--- src/rtl/nf_be_le_skid_converter.sv ---
// nf_be_le_skid_converter
//
// Purpose:
//   Egress-side AXI4-Stream converter from big-endian to little-endian byte
//   order. It reverses the byte lanes of tdata and the bits of tkeep. tuser
//   and tlast pass through unchanged. The return path is fully registered by
//   a two-entry skid buffer: an output register plus one skid register. The
//   block also counts accepted packets. It can optionally check tkeep framing
//   in the big-endian domain.
//
// Configuration:
//   NF_BE_LE_KEEP_CHECK_EN - when defined, every accepted beat is framing-checked.
//                            When undefined, pkt_err and stat_err_count are
//                            tied to 0.
//
// Ports:
//   clk, reset      - sole clock and synchronous active-high reset
//   s_axis_*        - big-endian slave stream (tdata/tkeep/tuser/tvalid/tlast/tready)
//   m_axis_*        - little-endian master stream (same signal set)
//   stat_pkt_count  - accepted tlast beats, wraps
//   stat_err_count  - framing errors, saturates
//   pkt_err         - one-cycle pulse per framing error

module nf_be_le_skid_converter #(
    parameter int C_AXIS_DATA_WIDTH  = 256,
    parameter int C_AXIS_TUSER_WIDTH = 128,
    parameter int C_COUNT_WIDTH      = 32
) (
    input  logic                            clk,
    input  logic                            reset,
    input  logic [C_AXIS_DATA_WIDTH-1:0]    s_axis_tdata,
    input  logic [C_AXIS_DATA_WIDTH/8-1:0]  s_axis_tkeep,
    input  logic [C_AXIS_TUSER_WIDTH-1:0]   s_axis_tuser,
    input  logic                            s_axis_tvalid,
    input  logic                            s_axis_tlast,
    output logic                            s_axis_tready,
    output logic [C_AXIS_DATA_WIDTH-1:0]    m_axis_tdata,
    output logic [C_AXIS_DATA_WIDTH/8-1:0]  m_axis_tkeep,
    output logic [C_AXIS_TUSER_WIDTH-1:0]   m_axis_tuser,
    output logic                            m_axis_tvalid,
    output logic                            m_axis_tlast,
    input  logic                            m_axis_tready,
    output logic [C_COUNT_WIDTH-1:0]        stat_pkt_count,
    output logic [C_COUNT_WIDTH-1:0]        stat_err_count,
    output logic                            pkt_err
);

    localparam int N  = C_AXIS_DATA_WIDTH / 8;
    localparam int DW = C_AXIS_DATA_WIDTH;
    localparam int UW = C_AXIS_TUSER_WIDTH;

    typedef enum logic {
        IDLE,
        IN_PKT
    } state_t;

    logic          accept;
    logic          emit;
    logic [DW-1:0] convData;
    logic [N-1:0]  convKeep;

    logic [DW-1:0] outData_q, outData_d;
    logic [N-1:0]  outKeep_q, outKeep_d;
    logic [UW-1:0] outUser_q, outUser_d;
    logic          outLast_q, outLast_d;
    logic          outValid_q, outValid_d;

    logic [DW-1:0] skidData_q, skidData_d;
    logic [N-1:0]  skidKeep_q, skidKeep_d;
    logic [UW-1:0] skidUser_q, skidUser_d;
    logic          skidLast_q, skidLast_d;
    logic          skidValid_q, skidValid_d;

    logic          sReady_q, sReady_d;

    state_t                 state_q;
    logic [C_COUNT_WIDTH-1:0] pktCount_q;
    logic                   unusedStateBit;

    assign accept = s_axis_tvalid & sReady_q;
    assign emit   = outValid_q & m_axis_tready;

    // Byte-lane reversal is applied on the way in, so both buffer entries
    // already hold little-endian beats.
    always_comb begin
        convData = '0;
        convKeep = '0;
        for (int i = 0; i < N; i++) begin
            convData[8*i +: 8] = s_axis_tdata[8*(N-1-i) +: 8];
            convKeep[i]        = s_axis_tkeep[N-1-i];
        end
    end

    // Skid buffer steering. When the output register frees up, the skid
    // entry takes priority. It is older than anything on the slave port,
    // and the slave port is closed while the skid is full anyway. A beat
    // that arrives while the output is stalled parks in the skid. The
    // registered ready is computed from the next skid state, so it drops
    // exactly one cycle after the stalled accept.
    always_comb begin
        outData_d   = outData_q;
        outKeep_d   = outKeep_q;
        outUser_d   = outUser_q;
        outLast_d   = outLast_q;
        outValid_d  = outValid_q;
        skidData_d  = skidData_q;
        skidKeep_d  = skidKeep_q;
        skidUser_d  = skidUser_q;
        skidLast_d  = skidLast_q;
        skidValid_d = skidValid_q;
        if (!outValid_q || emit) begin
            if (skidValid_q) begin
                outData_d   = skidData_q;
                outKeep_d   = skidKeep_q;
                outUser_d   = skidUser_q;
                outLast_d   = skidLast_q;
                outValid_d  = 1'b1;
                skidValid_d = 1'b0;
            end else if (accept) begin
                outData_d  = convData;
                outKeep_d  = convKeep;
                outUser_d  = s_axis_tuser;
                outLast_d  = s_axis_tlast;
                outValid_d = 1'b1;
            end else begin
                outValid_d = 1'b0;
            end
        end else if (accept) begin
            skidData_d  = convData;
            skidKeep_d  = convKeep;
            skidUser_d  = s_axis_tuser;
            skidLast_d  = s_axis_tlast;
            skidValid_d = 1'b1;
        end
        sReady_d = !skidValid_d;
    end

    // Buffer registers. Reset empties both entries, so a packet that is cut
    // by reset leaves no tail behind. Ready is held low for the reset cycle
    // itself.
    always_ff @(posedge clk) begin
        if (reset) begin
            outData_q   <= '0;
            outKeep_q   <= '0;
            outUser_q   <= '0;
            outLast_q   <= 1'b0;
            outValid_q  <= 1'b0;
            skidData_q  <= '0;
            skidKeep_q  <= '0;
            skidUser_q  <= '0;
            skidLast_q  <= 1'b0;
            skidValid_q <= 1'b0;
            sReady_q    <= 1'b0;
        end else begin
            outData_q   <= outData_d;
            outKeep_q   <= outKeep_d;
            outUser_q   <= outUser_d;
            outLast_q   <= outLast_d;
            outValid_q  <= outValid_d;
            skidData_q  <= skidData_d;
            skidKeep_q  <= skidKeep_d;
            skidUser_q  <= skidUser_d;
            skidLast_q  <= skidLast_d;
            skidValid_q <= skidValid_d;
            sReady_q    <= sReady_d;
        end
    end

    // Packet tracking on accepted beats. The counter wraps naturally.
    always_ff @(posedge clk) begin
        if (reset) begin
            state_q    <= IDLE;
            pktCount_q <= '0;
        end else if (accept) begin
            if (s_axis_tlast) begin
                pktCount_q <= pktCount_q + 1'b1;
            end
            case (state_q)
                IDLE:    state_q <= s_axis_tlast ? IDLE : IN_PKT;
                IN_PKT:  state_q <= s_axis_tlast ? IDLE : IN_PKT;
                default: state_q <= IDLE;
            endcase
        end
    end

    // The packet state is kept for debug visibility only.
    assign unusedStateBit = (state_q == IN_PKT);

`ifdef NF_BE_LE_KEEP_CHECK_EN
    logic [N-1:0]             keepInv;
    logic                     keepBad;
    logic                     pktErr_q;
    logic [C_COUNT_WIDTH-1:0] errCount_q;

    // A valid last beat has keep = ones from the MSB followed by zeros. Its
    // inverse is then a low-order run of ones, and x & (x+1) == 0 tests for
    // that.
    always_comb begin
        keepInv = ~s_axis_tkeep;
        if (!s_axis_tlast) begin
            keepBad = (s_axis_tkeep != '1);
        end else begin
            keepBad = (s_axis_tkeep == '0) || ((keepInv & (keepInv + N'(1))) != '0);
        end
    end

    // Error pulse and saturating error counter.
    always_ff @(posedge clk) begin
        if (reset) begin
            pktErr_q   <= 1'b0;
            errCount_q <= '0;
        end else begin
            pktErr_q <= accept & keepBad;
            if (accept && keepBad && (errCount_q != '1)) begin
                errCount_q <= errCount_q + 1'b1;
            end
        end
    end

    assign pkt_err        = pktErr_q;
    assign stat_err_count = errCount_q;
`else
    assign pkt_err        = 1'b0;
    assign stat_err_count = '0;
`endif

    assign s_axis_tready  = sReady_q;
    assign m_axis_tdata   = outData_q;
    assign m_axis_tkeep   = outKeep_q;
    assign m_axis_tuser   = outUser_q;
    assign m_axis_tlast   = outLast_q;
    assign m_axis_tvalid  = outValid_q;
    assign stat_pkt_count = pktCount_q;

endmodule
--- config.mk ---
export PLATFORM = sky130hd
export DESIGN_NAME = nf_be_le_skid_converter
export DESIGN_NICKNAME = d
export VERILOG_FILES = /design/src/rtl/nf_be_le_skid_converter.sv
export SDC_FILE = /design/constraint.sdc
export NUM_CORES = 2
export LEC_CHECK = 0
export CELL_PAD_IN_SITES_DETAIL_PLACEMENT = 1
export CELL_PAD_IN_SITES_GLOBAL_PLACEMENT = 1
export CORE_AREA = 10 10 344 346
export DETAILED_ROUTE_END_ITERATION = 8
export DIE_AREA = 0 0 354 356
export GPL_ROUTABILITY_DRIVEN = 0
export PLACE_DENSITY_LB_ADDON = 0.1
export SYNTH_ARGS = -nofsm -noshare
export SYNTH_HDL_FRONTEND = slang
export SYNTH_SLANG_ARGS = --single-unit
--- constraint.sdc ---
create_clock -name clk -period 4.05 [get_ports clk]
set_clock_uncertainty 0.2 [all_clocks]
set_input_delay 0.81 -clock clk [delete_from_list [all_inputs] [get_ports clk]]
set_output_delay 0.81 -clock clk [all_outputs]
set_load 0.02 [all_outputs]
== Yosys cells after proc, flatten, opt, wreduce, memory -nomap -nowiden ==
Cells that the tools add are included.

* Logic and storage cells: 35
* Output and inout bits: 484
* Flip-flop bits (word level): 869
* Bits of input ports: 421

* Bitwise operators: 3
* Multiplexer cells: 12
* Reductions and logical operators: 7
* Add/sub/neg operators: 1

{| class="wikitable"
|+ Operators by type and width
! operator !! count
|-
| 256-bit two-way mux || 2
|-
| 128-bit two-way mux || 2
|-
| 32-bit two-way mux || 2
|-
| 32-bit by 1-bit adder with 32-bit output, second input constant || 1
|-
| 1-bit two-way mux || 6
|-
| 2-bit AND reduction || 3
|-
| 1-bit bitwise AND || 2
|-
| 1-bit zero test || 2
|-
| 2-bit nonzero test || 1
|-
| 1-bit logical OR || 1
|-
| 1-bit NOT || 1
|}

== Depth between registers and ports, before layout ==
* Depth after elaboration: 4
* Gate-level depth with buffers: 7
* Mapped depth without buffers: 5

== Worst setup path after synthesis ==
No wires, ideal clock.

* Path kind: input-to-reg
* Start point: input reset
* End point: register pktCount_q[12] (netlist: stat_pkt_count[12])
* Stages on the path: 5
* Data required time: 3.722 ns
* Path buffers: 4
* Setup time: 0.128 ns
* Setup slack: 1.852 ns
* Data arrival time: 1.871 ns
* Cell sequence: clkbuf_1 > clkbuf_1 > buf_1 > clkbuf_1 > nor2_1

{| class="wikitable"
|+ RTL lines
! what !! RTL line !! source
|-
| start, declared || 30 || <nowiki>input logic reset,</nowiki>
|-
| end signal, assigned || 176 || <nowiki>pktCount_q <= pktCount_q + 1'b1;</nowiki>
|-
| end, declared || 77 || <nowiki>logic [C_COUNT_WIDTH-1:0] pktCount_q;</nowiki>
|}

No word-level cell between the ends.

== Final worst setup path ==
* Start point: register pktCount_q[4] (netlist: stat_pkt_count[4])
* End point: output stat_pkt_count[4]

{| class="wikitable"
|+ RTL lines
! what !! RTL line !! source
|-
| end, declared || 43 || <nowiki>output logic [C_COUNT_WIDTH-1:0] stat_pkt_count,</nowiki>
|}

No word-level cell between the ends.

==> metrics.csv <==
stage,metric,value,unit
worst_setup_path,Top Family by Delay on Critical Path,buffers and inverters,
worst_setup_path,CP Capture Type,output port,
timing,final worst setup slack,1090,ps
power_and_ir_drop,Clock power frac,44.4,%
cts,clk_lat worst skew,680,ps
grt,initial antenna violation count,63,
grt,grt ovf,0,
worst_setup_path,cells along the critical path,clkdlybuf4s50_1,
power_and_ir_drop,combinational power share,12.6,%
route,Wirelength per Cell,21.3,µm
worst_setup_path,critical path class,reg -> out,
route,total wire length,132000,µm
synthesis,Synth top cells by count,"869 x dfxtp_1, 840 x nand2_1, 439 x a21oi_1",
cts,setup bufs post-CTS,0,
synthesis,most common cell in the netlist,dfxtp_1,
worst_setup_path,critical path's slowest cell,clkdlybuf4s50_1,
cts,Clock Root Buffer,clkbuf_16,
placement,IO Port Bufs,871,
worst_setup_path,CP Launch Type,flip-flop,
placement,Post-Place Setup Slack,772,ps
synthesis,number of library cell types mapped by synthesis,32,
timing,Slew @ Worst Pin,1160,ps
floorplan,Starting Density,30.6,%
flow_run,max-cap violations,0,
floorplan,DIE AREA,126000,µm²
route,Final ANT Viol Nets,0,
synthesis,Post-synth EDFFs,0,
cts,clk sinks,869,
placement,Placed Area,44200,µm²
cts,clock slew at reported path FFs,60,ps
timing,crit share post-route,73.1,%
synthesis,cell area after synthesis,34100,µm²
cells_and_area,design area,47700,µm²
cells_and_area,final net count,5016,
synthesis,"Seq/Total Area, Yosys",51.0,%
power_and_ir_drop,NetSw,5.42,mW
timing,max-slew violations,0,
worst_setup_path,worst-path fanout max,10,
synthesis,YS warnings,0,
cts,post-CTS sizing,0,
route,router iterations before antenna repair,5,
power_and_ir_drop,Worst VDD drop,0.000305,V
power_and_ir_drop,Cell Pwr Density,444,nW/µm²
route,drt drc,0,
cts,deepest clock path buffer count,3,
grt,vias in the first global route,30100,
floorplan,# IOs,905,
synthesis,post-synth top area share,51.0,%
route,via count,29800,
synthesis,ys flop type,dfxtp_1,
floorplan,die span in y,356,µm
timing,endpoints failing setup,0,
timing,RSZ-0062 raised after global routing,false,
synthesis,cells after synthesis,3884,
worst_setup_path,"slowest stage delay, CP",750,ps
floorplan,die width,354,µm
timing,Hold Fails Final Rpt,0,
cells_and_area,fill count,12800,
grt,global-route usage over all layers,19.9,%
worst_setup_path,"Buf+Inv Stages, Crit Path",1,
cells_and_area,post-layout util,42.7,%
grt,largest net degree at the start of global routing,111,
synthesis,Synth async-reset ratio,0,%
synthesis,Seq cells post-synth,869,
cells_and_area,share of layout cells above drive strength 1,5.23,%
synthesis,Syn Area/Cell,8.78,µm²
timing,fmax,338,MHz
route,DRT iter0 DRCs,1202,
timing,TNS Setup,0,ps
status,status,finished clean,
cts,H-tree Lvls,3,
timing,crit path time final,2960,ps
placement,Final HPWL DP,94000,µm
floorplan,Core Box Area,112000,µm²
synthesis,Yosys top cell by area,dfxtp_1,
floorplan,Rows,123,
power_and_ir_drop,sequential share of power,43.0,%
route,drt via density,4.80,
worst_setup_path,Worst Path Arrival,1950,ps
timing,relative slew slack,22.8,%
power_and_ir_drop,total power,21.2,mW
cells_and_area,Area growth syn-to-layout,39.7,%
grt,wire length of the first global-routing pass,195000,µm
cts,TritonCTS buffer count,103,
cts,hold_buf cts,0,
synthesis,ranking of synthesized cells by area,"dfxtp_1 51%, mux2i_1 12%, nand2_1 9.2%",
worst_setup_path,WP data required,3040,ps
cts,CTS tree,done,
power_and_ir_drop,Cell Int Power,15.7,mW
power_and_ir_drop,Leakage Power,15.4,nW
min_path,HP Class,reg -> reg,
power_and_ir_drop,Switching Fraction,25.6,%
power groups by stage:
stage | sequential, mW | combinational, mW | clock, mW
after global routing | 9.14 | 2.89 | 10.1
final | 9.10 | 2.67 | 9.39
after CTS | 9.10 | 2.71 | 9.72
after detailed placement | 9.29 | 2.70 | 0
after floorplan | 9.62 | 0.876 | 0
after global placement | 9.28 | 2.68 | 0
routing by layer:
metal  global-route usage, %  up-vias  wire length [µm]
met5                       0        -               373
met3                    7.65      218             10100
met1                    22.0    14100             52200
li1                        -    14800                 -
met2                    34.4      652             65500
met4                    7.44       54              4000
cell usage in the layout, fill, tap and decap left out, types with 13 or more instances in the layout:
| master | n |
|---|---|
| nor2_1 | 431 |
| clkinv_2 | 26 |
| clkbuf_1 | 30 |
| clkdlybuf4s50_1 | 870 |
| clkbuf_16 | 106 |
| buf_4 | 34 |
| nand4_1 | 13 |
| diode_2 | 33 |
| buf_12 | 39 |
| clkbuf_8 | 19 |
| dfxtp_1 | 868 |
| or4_1 | 13 |
| mux2i_1 | 418 |
| conb_1 | 33 |
| a211oi_1 | 417 |
| a21oi_1 | 439 |
| nand2_1 | 840 |
| o31ai_1 | 13 |
final cells by class:
type	count	area (µm²)	area share (%)
clock buffer	155	3030	6.35
multi-input combinational	2674	15100	31.7
inverter	2	7.51	0.0158
clock inverter	39	398	0.835
antenna	33	82.6	0.173
tap	1500	1880	3.94
sequential	869	17400	36.5
timing repair buffer	944	9760	20.5
through the flow:
stage / hold WS, ps / std cells
floorplan: 236 / 3916
global route: 272 / 6208
finish: 252 / 6216
detailed placement: 247 / 5989
global placement: 241 / 5989
CTS: 255 / 6183
worst paths after layout:
| kind | cells past startpoint | slack (ps) | to | start |
|---|---|---|---|---|
| max | 1 | 1090 | stat_pkt_count[4] | stat_pkt_count[4]$_SDFFE_PP0P_ |
| min | 2 | 250 | skidData_q[176]$_SDFFE_PP0P_ | skidData_q[176]$_SDFFE_PP0P_ |
| max reg2reg | 3 | 1570 | m_axis_tdata[93]$_SDFFE_PP0P_ | skidValid_q$_SDFF_PP0_ |
| min reg2reg | 2 | 250 | skidData_q[176]$_SDFFE_PP0P_ | skidData_q[176]$_SDFFE_PP0P_ |
logic make-up (layout without fill, tap and decap cells):
kind of cell | after synthesis | count (layout) | synth area share [%]
XOR/XNOR | 10 | 10 | 0.257
AO/OA/AOI/OAI | 878 | 878 | 16.0
AND/OR/NAND/NOR | 1334 | 1334 | 15.3
multiplexers | 418 | 418 | 12.3
buffers and inverters | 373 | 1140 | 5.13
flip-flops | 869 | 869 | 51.0
other | 1 | 66 | 0.0110
adder cells (fa/ha/maj) | 1 | 1 | 0.0367
state kept, by name, summed over array words and instances, names as in the netlist:
signal / cells
m_axis_tkeep: 32
s_axis_tready: 1
skidData_q: 256
m_axis_tuser: 128
stat_pkt_count: 32
skidKeep_q: 32
skidValid_q: 1
m_axis_tvalid: 1
m_axis_tlast: 1
skidLast_q: 1
m_axis_tdata: 256
skidUser_q: 128
No activity file was read; power rests on OpenSTA's default activity.
